[src/rtl/pipe_bpred_pkg.sv]
// pipe_bpred_pkg
//   Shared definitions for the dynamic branch predictor:
//   - bpred_state_e : table-initialisation FSM states (ST_INIT sweeps, ST_RUN predicts)
//   - MODE_BIMODAL / MODE_GSHARE : values of the MODE parameter
//   - cnt_weak_taken / cnt_weak_not_taken : counter start values for a given counter width
package pipe_bpred_pkg;

  typedef enum logic {
    ST_INIT = 1'b0,
    ST_RUN  = 1'b1
  } bpred_state_e;

  localparam int MODE_BIMODAL = 0;
  localparam int MODE_GSHARE  = 1;

  // Weak-taken: MSB set, everything else clear (10..0).
  function automatic int unsigned cnt_weak_taken(input int cnt_w);
    return 32'd1 << (cnt_w - 1);
  endfunction

  // Weak-not-taken: MSB clear, next bit set (01..0).
  function automatic int unsigned cnt_weak_not_taken(input int cnt_w);
    return 32'd1 << (cnt_w - 2);
  endfunction

endpackage

[src/rtl/bpred_sat_counter.sv]
// bpred_sat_counter
//   Combinational next-value for an up/down saturating counter.
//   Ports:
//     cnt      in  CNT_W  current counter value
//     inc      in  1      1 = count up, 0 = count down
//     cnt_next out CNT_W  saturated next value (clamped to 0 and 2^CNT_W-1)
module bpred_sat_counter #(
  parameter int CNT_W = 2
) (
  input  logic [CNT_W-1:0] cnt,
  input  logic             inc,
  output logic [CNT_W-1:0] cnt_next
);

  localparam logic [CNT_W-1:0] CNT_MAX = '1;

  always_comb begin
    cnt_next = cnt;
    if (inc) begin
      if (cnt != CNT_MAX) cnt_next = cnt + 1'b1;
    end else begin
      if (cnt != '0) cnt_next = cnt - 1'b1;
    end
  end

endmodule

[src/rtl/pipe_branch_predictor.sv]
// pipe_branch_predictor
//   Dynamic branch predictor for the 5-stage pipeline. A direct-indexed BTB with a
//   tag, target and saturating counter per entry. IF looks it up combinationally; ID
//   reports each resolved branch, which trains the table and raises mispredict with
//   the recovery PC.
//
//   Optional feature macro: BPRED_STATS_EN builds the resolved-branch and mispredict
//   counters; without it stat_branches / stat_mispredicts are tied to 0.
//
//   Ports:
//     clk, rst               clock, synchronous active-high reset (restarts table sweep)
//     if_pc                  PC in IF; pred_hit / pred_taken / pred_target same cycle
//     stall                  blocks table/history/stat updates while high
//     upd_valid, upd_pc,     resolved branch from ID: outcome, actual target and the
//     upd_taken, upd_target, prediction that travelled with it
//     upd_pred_taken, upd_pred_target
//     mispredict, recover_pc flush request and redirect PC
//     ready                  table fully initialised
//     stat_branches, stat_mispredicts  saturating event counters
module pipe_branch_predictor
  import pipe_bpred_pkg::*;
#(
  parameter int ENTRIES = 16,
  parameter int TAG_W   = 8,
  parameter int CNT_W   = 2,
  parameter int MODE    = MODE_BIMODAL,
  parameter int HIST_W  = 4
) (
  input  logic        clk,
  input  logic        rst,
  input  logic [31:0] if_pc,
  output logic        pred_hit,
  output logic        pred_taken,
  output logic [31:0] pred_target,
  input  logic        stall,
  input  logic        upd_valid,
  input  logic [31:0] upd_pc,
  input  logic        upd_taken,
  input  logic [31:0] upd_target,
  input  logic        upd_pred_taken,
  input  logic [31:0] upd_pred_target,
  output logic        mispredict,
  output logic [31:0] recover_pc,
  output logic        ready,
  output logic [31:0] stat_branches,
  output logic [31:0] stat_mispredicts
);

  localparam int IDX_W = $clog2(ENTRIES);
  localparam logic [CNT_W-1:0] CNT_WEAK_TAKEN     = CNT_W'(cnt_weak_taken(CNT_W));
  localparam logic [CNT_W-1:0] CNT_WEAK_NOT_TAKEN = CNT_W'(cnt_weak_not_taken(CNT_W));

  // Table storage
  logic             entry_valid  [ENTRIES];
  logic [TAG_W-1:0] entry_tag    [ENTRIES];
  logic [31:0]      entry_target [ENTRIES];
  logic [CNT_W-1:0] entry_cnt    [ENTRIES];

  bpred_state_e     state_reg;
  logic [IDX_W-1:0] init_idx_reg;
  logic             ready_reg;

  logic             accept;
  logic [IDX_W-1:0] hist_idx;

  assign accept = (state_reg == ST_RUN) && upd_valid && !stall;
  assign ready  = ready_reg;

  // Global history: only exists in gshare mode. It is non-speculative, so it
  // shifts only when a resolved branch is accepted.
  generate
    if (MODE == MODE_GSHARE) begin : g_gshare
      logic [HIST_W-1:0] ghr_reg;
      always_ff @(posedge clk) begin
        if (rst) begin
          ghr_reg <= '0;
        end else if (accept) begin
          ghr_reg <= (ghr_reg << 1) | HIST_W'(upd_taken);
        end
      end
      assign hist_idx = IDX_W'(ghr_reg);
    end else begin : g_bimodal
      assign hist_idx = '0;
    end
  endgenerate

  // Lookup (IF). Gated by ready so stale contents are never used mid-sweep.
  logic [IDX_W-1:0] lk_idx;
  logic [TAG_W-1:0] lk_tag;

  assign lk_idx      = if_pc[IDX_W+1:2] ^ hist_idx;
  assign lk_tag      = if_pc[IDX_W+2 +: TAG_W];
  assign pred_hit    = ready_reg && entry_valid[lk_idx] && (entry_tag[lk_idx] == lk_tag);
  assign pred_taken  = pred_hit && entry_cnt[lk_idx][CNT_W-1];
  assign pred_target = pred_hit ? entry_target[lk_idx] : (if_pc + 32'd4);

  // Update (ID)
  logic [IDX_W-1:0] up_idx;
  logic [TAG_W-1:0] up_tag;
  logic             up_hit;
  logic [CNT_W-1:0] up_cnt_next;

  assign up_idx = upd_pc[IDX_W+1:2] ^ hist_idx;
  assign up_tag = upd_pc[IDX_W+2 +: TAG_W];
  assign up_hit = entry_valid[up_idx] && (entry_tag[up_idx] == up_tag);

  bpred_sat_counter #(
    .CNT_W (CNT_W)
  ) u_upd_cnt (
    .cnt      (entry_cnt[up_idx]),
    .inc      (upd_taken),
    .cnt_next (up_cnt_next)
  );

  assign mispredict = accept &&
                      ((upd_taken != upd_pred_taken) ||
                       (upd_taken && (upd_target != upd_pred_target)));
  assign recover_pc = upd_taken ? upd_target : (upd_pc + 32'd4);

  // FSM: reset restarts the sweep at index 0; the last cleared index enters RUN.
  always_ff @(posedge clk) begin
    if (rst) begin
      state_reg    <= ST_INIT;
      init_idx_reg <= '0;
      ready_reg    <= 1'b0;
    end else begin
      case (state_reg)
        ST_INIT: begin
          init_idx_reg <= init_idx_reg + 1'b1;
          if (init_idx_reg == IDX_W'(ENTRIES - 1)) begin
            state_reg <= ST_RUN;
            ready_reg <= 1'b1;
          end
        end
        ST_RUN: ;
        default: begin
          state_reg    <= ST_INIT;
          init_idx_reg <= '0;
          ready_reg    <= 1'b0;
        end
      endcase
    end
  end

  // Single write port: either the init sweep or an accepted update.
  always_ff @(posedge clk) begin
    if (!rst) begin
      if (state_reg == ST_INIT) begin
        entry_valid[init_idx_reg]  <= 1'b0;
        entry_tag[init_idx_reg]    <= '0;
        entry_target[init_idx_reg] <= '0;
        entry_cnt[init_idx_reg]    <= CNT_WEAK_NOT_TAKEN;
      end else if (accept) begin
        if (up_hit) begin
          entry_cnt[up_idx] <= up_cnt_next;
          if (upd_taken) entry_target[up_idx] <= upd_target;
        end else if (upd_taken) begin
          entry_valid[up_idx]  <= 1'b1;
          entry_tag[up_idx]    <= up_tag;
          entry_target[up_idx] <= upd_target;
          entry_cnt[up_idx]    <= CNT_WEAK_TAKEN;
        end
      end
    end
  end

`ifdef BPRED_STATS_EN
  logic [31:0] branches_reg;
  logic [31:0] mispredicts_reg;

  always_ff @(posedge clk) begin
    if (rst) begin
      branches_reg    <= '0;
      mispredicts_reg <= '0;
    end else begin
      if (accept && (branches_reg != 32'hFFFF_FFFF))
        branches_reg <= branches_reg + 32'd1;
      if (mispredict && (mispredicts_reg != 32'hFFFF_FFFF))
        mispredicts_reg <= mispredicts_reg + 32'd1;
    end
  end

  assign stat_branches    = branches_reg;
  assign stat_mispredicts = mispredicts_reg;
`else
  assign stat_branches    = 32'd0;
  assign stat_mispredicts = 32'd0;
`endif

endmodule
[config.mk]
export PLATFORM = sky130hd
export DESIGN_NAME = pipe_branch_predictor
export DESIGN_NICKNAME = d
export VERILOG_FILES = /design/src/rtl/pipe_bpred_pkg.sv /design/src/rtl/bpred_sat_counter.sv /design/src/rtl/pipe_branch_predictor.sv
export SDC_FILE = /design/constraint.sdc
export NUM_CORES = 1
export LEC_CHECK = 0
export CAP_MARGIN = 10
export CORE_MARGIN = 4
export CORE_UTILIZATION = 45
export DETAILED_ROUTE_END_ITERATION = 7
export GPL_TIMING_DRIVEN = 0
export PLACE_DENSITY_LB_ADDON = 0.05
export SLEW_MARGIN = 20
export SYNTH_ARGS = -nofsm -noshare
export SYNTH_HDL_FRONTEND = slang
export SYNTH_SLANG_ARGS = --single-unit
[constraint.sdc]
create_clock -name clk -period 10.11 [get_ports clk]
set_clock_uncertainty 0.1 [all_clocks]
set_input_delay 2.022 -clock clk [delete_from_list [all_inputs] [get_ports clk]]
set_output_delay 2.022 -clock clk [all_outputs]
set_load 0.01 [all_outputs]
Word-level counts from Yosys, hierarchy flattened
Memory sizes are Yosys's and may differ from the RTL's. Cells that the tools add are included.

Bits in read-only memories: 0. Bits in latches: 0. Register bits: 6. Memory bits (writable): 688. Output and inout bits: 132. Memories: 4. Input bits: 134.

Multipliers: 0. Reduce and logical (&&, ||, !) cells: 16. Div/mod/pow operators: 0. Add/subtract/negate cells: 5. Muxes and demuxes: 40. Order comparisons: 0. Shift-type cells: 0. Bitwise gates (word level): 3. Equality and inequality tests: 6.

Memories: entry_target (depth 16, bits a word 32, read ports 1, clocked after memory_dff 0, wr ports 1, line pipe_branch_predictor.sv:56) `logic [31:0] entry_target [ENTRIES];`; entry_tag (depth 16, bits a word 8, read ports 2, clocked after memory_dff 0, wr ports 1, line pipe_branch_predictor.sv:55) `logic [TAG_W-1:0] entry_tag [ENTRIES];`; entry_cnt (depth 16, bits a word 2, read ports 2, clocked after memory_dff 0, wr ports 1, line pipe_branch_predictor.sv:57) `logic [CNT_W-1:0] entry_cnt [ENTRIES];`; entry_valid (depth 16, bits a word 1, read ports 2, clocked after memory_dff 0, wr ports 1, line pipe_branch_predictor.sv:54) `logic entry_valid [ENTRIES];`.

Operators by type and width (number): 2-to-1 mux 32 bit (4); adder 32 x 3 -> 32 bit (second input constant) (2); != test 32 bit (1); OR reduction 32 bit (1); 2-to-1 mux 1 bit (26); == test 8 bit (2); 2-to-1 mux 4 bit (4); 2-to-1 mux 2 bit (5); logical AND 1 bit (8); 2-to-1 mux 8 bit (1); OR reduction 8 bit (1); adder 4 x 1 -> 4 bit (second input constant) (1); == test 4 bit (second input constant) (1); adder 2 x 1 -> 2 bit (second input constant) (1); != test 2 bit (second input constant) (1); bitwise OR 1 bit (2); AND reduction 2 bit (1); nonzero test 2 bit (1); OR reduction 2 bit (1); subtractor 2 x 1 -> 2 bit (second input constant) (1); logical NOT 1 bit (1); logical OR 1 bit (1); != test 1 bit (1); inverter 1 bit (1); OR reduction 1 bit (1).

Depth between registers and ports, before layout
An unclocked memory read counts as a cell.

Depth in word-level cells: 11. Gate-level depth with buffers: 14.

By module
Synthesis repeated with hierarchy kept, for this count alone.

Cells, all modules: 1746. Area total of the unflattened synthesis: 31281.3 µm².

By module, submodules not included: pipe_branch_predictor (area an instance 31255.0 µm², cells an instance 1743, instances 1, seq. area each 20779.9 µm²); bpred_sat_counter (area an instance 26.3 µm², cells an instance 3, instances 1, seq. area each 0.0 µm²).

Worst setup path before layout
OpenSTA, ideal clock, no wires.

Path kind: in2out. Start: input port if_pc[2]. End: output port pred_target[0]. Arrival: 4645 ps. Path buffers: 3. Path slack: 3343 ps. Stages on the path: 9. Cells stage by stage: buf_4 > buf_2 > mux4_2 > mux4_2 > xnor2_1 > nand2_1 > nor4_4 > buf_4 > mux2_1.

Longest elaborated chain between the ends: 4. Elaborated cells between the ends (all ways): 7. Classes of those cells: eq/ne: 1; mux: 1; reduce/logical: 2; memory: 3.

RTL lines: start, declared (line pipe_branch_predictor.sv:31) `input logic [31:0] if_pc,`; memory (16 x 8 bit) / memory (16 x 1 bit) (equally long branches); == test 8 bit / logical AND 1 bit (equally long branches) (line pipe_branch_predictor.sv:93) `assign pred_hit = ready_reg && entry_valid[lk_idx] && (entry_tag[lk_idx] == lk_tag);`; logical AND 1 bit (line pipe_branch_predictor.sv:93); 2-to-1 mux 32 bit * (line pipe_branch_predictor.sv:95) `assign pred_target = pred_hit ? entry_target[lk_idx] : (if_pc + 32'd4);`; end, declared (line pipe_branch_predictor.sv:34) `output logic [31:0] pred_target,`.

Mark *: on every way between the ends. The rest lies on a longest branch, timed or not.

Worst setup path in the final report
Start: input port if_pc[3]. End: output port pred_target[29].

Longest elaborated chain between the ends: 4. Elaborated cells between the ends (all ways): 8. Classes of those cells: add/sub: 1; eq/ne: 1; mux: 1; reduce/logical: 2; memory: 3.

RTL lines (line): branches (longest 3 deep; another with adder 32 x 3 -> 32 bit); 2-to-1 mux 32 bit * (pipe_branch_predictor.sv:95).

Every way passes the cells marked *.

==> results.md <==
- Hold_ws: 0.522 ns
- Crit Reg-Reg Startpoint: state_reg
- Largest net degree at the start of global routing: 20
- Setup slack, reg-to-reg: 5.68 ns
- Area contributors post-synth: edfxtp_1 66%, mux4_2 17%, xnor2_1 1.9%, buf_4 1.7%, mux2i_1 1.3%
- Vias in the first global route: 19,100
- MaxCap Viol Count: 0
- CP Launch Type: primary input
- #FFs+latches synth: 694
- Initial core utilization: 0.455
- Post-synthesis cell count: 1,771
- Grt ovf: 0
- Most flop-heavy register: entry_target
- Post-synth ARST share: 0
- Clk pin slew, worst setup/hold paths: 0.05 ns
- Final period util: 0.943
- P_leak: 13.7 nW
- Die Y: 272 um
- Detailed Route WL: 96,900 um
- Seq pwr share: 0.508
- Switch share: 0.226
- Max clock buf depth: 3
- Clock share of power: 0.408
- Worst r2r dst: entry_target[1][15]
- Ys Warns: 0
- TritonCTS buffer count: 73
- Number of remaining DRC errors: 0
- Slew Limit Fails: 0
- Worst min-delay path startpoint: init_idx_reg[0]
- Worst reg2reg path depth: 11
- Final std cells w/o fill: 3,137
- CTS sink count: 694
- Initial DRC count: 1,870
- Post-CTS Hold Buffers: 0
- Post-Syn Area: 31,200 um2
- Root buffer cell: clkbuf_16
- Final setup fails: 0
- Hold-critical path depth: 3
- Share of cells above drive strength 1: 0.244
- Post-place instance area: 35,700 um2
- Max Freq: 105 MHz
- Routability congestion estimate: 0.915
- Yosys cell types: 61
- Crit. End Element: primary output
- RSZ-0062 raised after global routing: false
- Die Area: 73,700 um2
- Top FF cell, synth: edfxtp_1
- Final net count: 2,289
- Detailed-router iteration count before antenna repair: 5
- WP data arrival: 7.41 ns
- Peak VDD IR: 0.115 mV
- Logic gate share of total power: 0.085
- Worst Path Max Fanout: 10
- Rows: 96
- Core outline area: 68,700 um2
- Crit Path Class: in2out
- Post-synth top area share: 0.661
- Total GRT Usage: 0.262
- Final core utilization: 0.552
- Status: finished clean
- P_sw: 1.40 mW
- DR vias: 18,700
- Most frequent cell after synthesis: edfxtp_1
- Antenna violations before repair: 6
- Routed wire per std cell: 30.9 um
- Endpoints failing hold: 0
- Yosys top cell by area: edfxtp_1
- CTS tree: yes
- Placed cell count: 3,007
- Seq/Total Area, Yosys: 0.665
- Antenna-violating nets left: 0
- Synthesized area per cell: 17.6 um2
- Min Tclk post-route: 9.53 ns
- Synth top cells by count: 688 x edfxtp_1, 229 x mux4_2, 106 x nand2_1
- Power per cell area: 164 nW/um2
- Max reg flops: 512
- Vias per cell: 5.97
- Ports: 266
- Number of flops mapped to enable cells by yosys: 688
- Design Area, Final: 37,900 um2
- Hold endpoint: init_idx_reg[1]
- H-tree Lvls: 3
- Post CTS Setup Buffer Count: 0
- Slew margin rel.: 0.245
- Hold WC Path Type: reg2reg
- Int Pwr: 4.82 mW
- Slew @ Worst Pin: 1.13 ns
- Clk Latency, worst-skew pair: 0.61 ns
- Worst Path Required: 7.99 ns
- Post-CTS Resized: 0
- I/O Buffers: 195
- Top Registers: entry_target: 512 flops, entry_tag: 128 flops, entry_cnt: 32 flops
- First-pass GRT wire length: 138,000 um
- Final HPWL from detailed placement: 70,300 um
- Width of the chip: 272 um
- Area grow syn2layout: 21.3%
==> worst max path at each step <==
stage | slack [ns] | from | to | cells after the start
2_1_floorplan | 3.34 | if_pc[2] | pred_target[0] | 9
3_3_place_gp | -0.85 | upd_valid | entry_cnt[15][0] | 6
3_5_place_dp | 0.46 | if_pc[3] | pred_target[29] | 13
4_1_cts | 0.45 | if_pc[3] | pred_target[29] | 13
5_1_grt | 0.37 | if_pc[3] | pred_target[29] | 13
6_report | 0.58 | if_pc[3] | pred_target[29] | 13
==> layout by cell type, fill, tap and decap left out, drive strengths merged, types with 7 or more instances in the layout <==
master,Yosys,routed
xor2,35,35
clkdlybuf4s50,0,195
nand3b,9,9
nand2b,7,7
nor4,8,8
a31oi,13,13
mux2i,41,41
clkbuf,58,151
nor2b,14,14
mux4,229,229
edfxtp,688,688
clkinv,0,30
conb,1,64
nand4,24,24
mux2,13,13
buf,113,159
a22oi,10,10
nor2,50,50
o31ai,15,15
nand3,46,46
a21oi,10,10
nand2,106,106
inv,15,18
nor3,9,9
and3,43,43
xnor2,68,68
o21ai,79,79
==> routing by layer <==
layer | global-route usage | wire, um | vias to the layer above
met4 | 0.0594 | 2280 | 2
met2 | 0.461 | 50200 | 760
met3 | 0.0384 | 6000 | 143
li1 | - | - | 7833
met1 | 0.350 | 38300 | 10000
met5 | 0 | 16 | -
==> final cells by class <==
cell class / count / area (um2)
Fill cell: 5498 / 30800
Sequential cell: 694 / 20800
Multi-Input combinational cell: 954 / 9990
Timing Repair Buffer: 243 / 2730
Clock buffer: 91 / 1940
Tap cell: 931 / 1160
Buffer: 171 / 992
Clock inverter: 37 / 263
Inverter: 15 / 56.3
Antenna cell: 1 / 2.50
==> through the flow <==
stage	setup WS (ns)	TNS [ns]	total power, mW
2_1_floorplan	3.34	0	3.48
3_3_place_gp	-0.850	-36.33	3.72
3_5_place_dp	0.456	0	3.74
4_1_cts	0.449	0	6.26
5_1_grt	0.372	0	6.40
6_report	0.580	0	6.22
==> cell families (layout without fill, tap and decap cells) <==
| kind of cell | count (synthesis) | after routing | share of synthesized area |
|---|---|---|---|
| multiplexers | 283 | 283 | 0.183 |
| flip-flops | 694 | 694 | 0.665 |
| XOR/XNOR | 103 | 103 | 0.0289 |
| other | 1 | 65 | 0.000120 |
| buffers and inverters | 186 | 557 | 0.0331 |
| adder cells (fa/ha/maj) | 3 | 3 | 0.00120 |
| AO/OA/AOI/OAI | 158 | 158 | 0.0321 |
| AND/OR/NAND/NOR | 343 | 343 | 0.0567 |
==> critical path, stage by stage <==
cell and delay, ns:
clkdlybuf4s50_1 0.51, buf_2 0.30, buf_2 0.39, clkbuf_1 0.57, clkbuf_1 0.78, nand2_1 0.26
nor3_2 0.86, nand3_1 0.16, nor2_1 0.47, nand3_1 0.17, xor2_1 0.17, o21ai_0 0.15
clkdlybuf4s50_1 0.56
==> power groups by stage <==
stage | clock, mW | combinational [mW] | sequential (mW)
detailed placement | 0 | 0.525 | 3.22
finish | 2.54 | 0.526 | 3.16
global route | 2.69 | 0.553 | 3.16
floorplan | 0 | 0.267 | 3.22
CTS | 2.57 | 0.527 | 3.16
global placement | 0 | 0.498 | 3.22
Note: power is estimated with default switching activity, not from simulation.
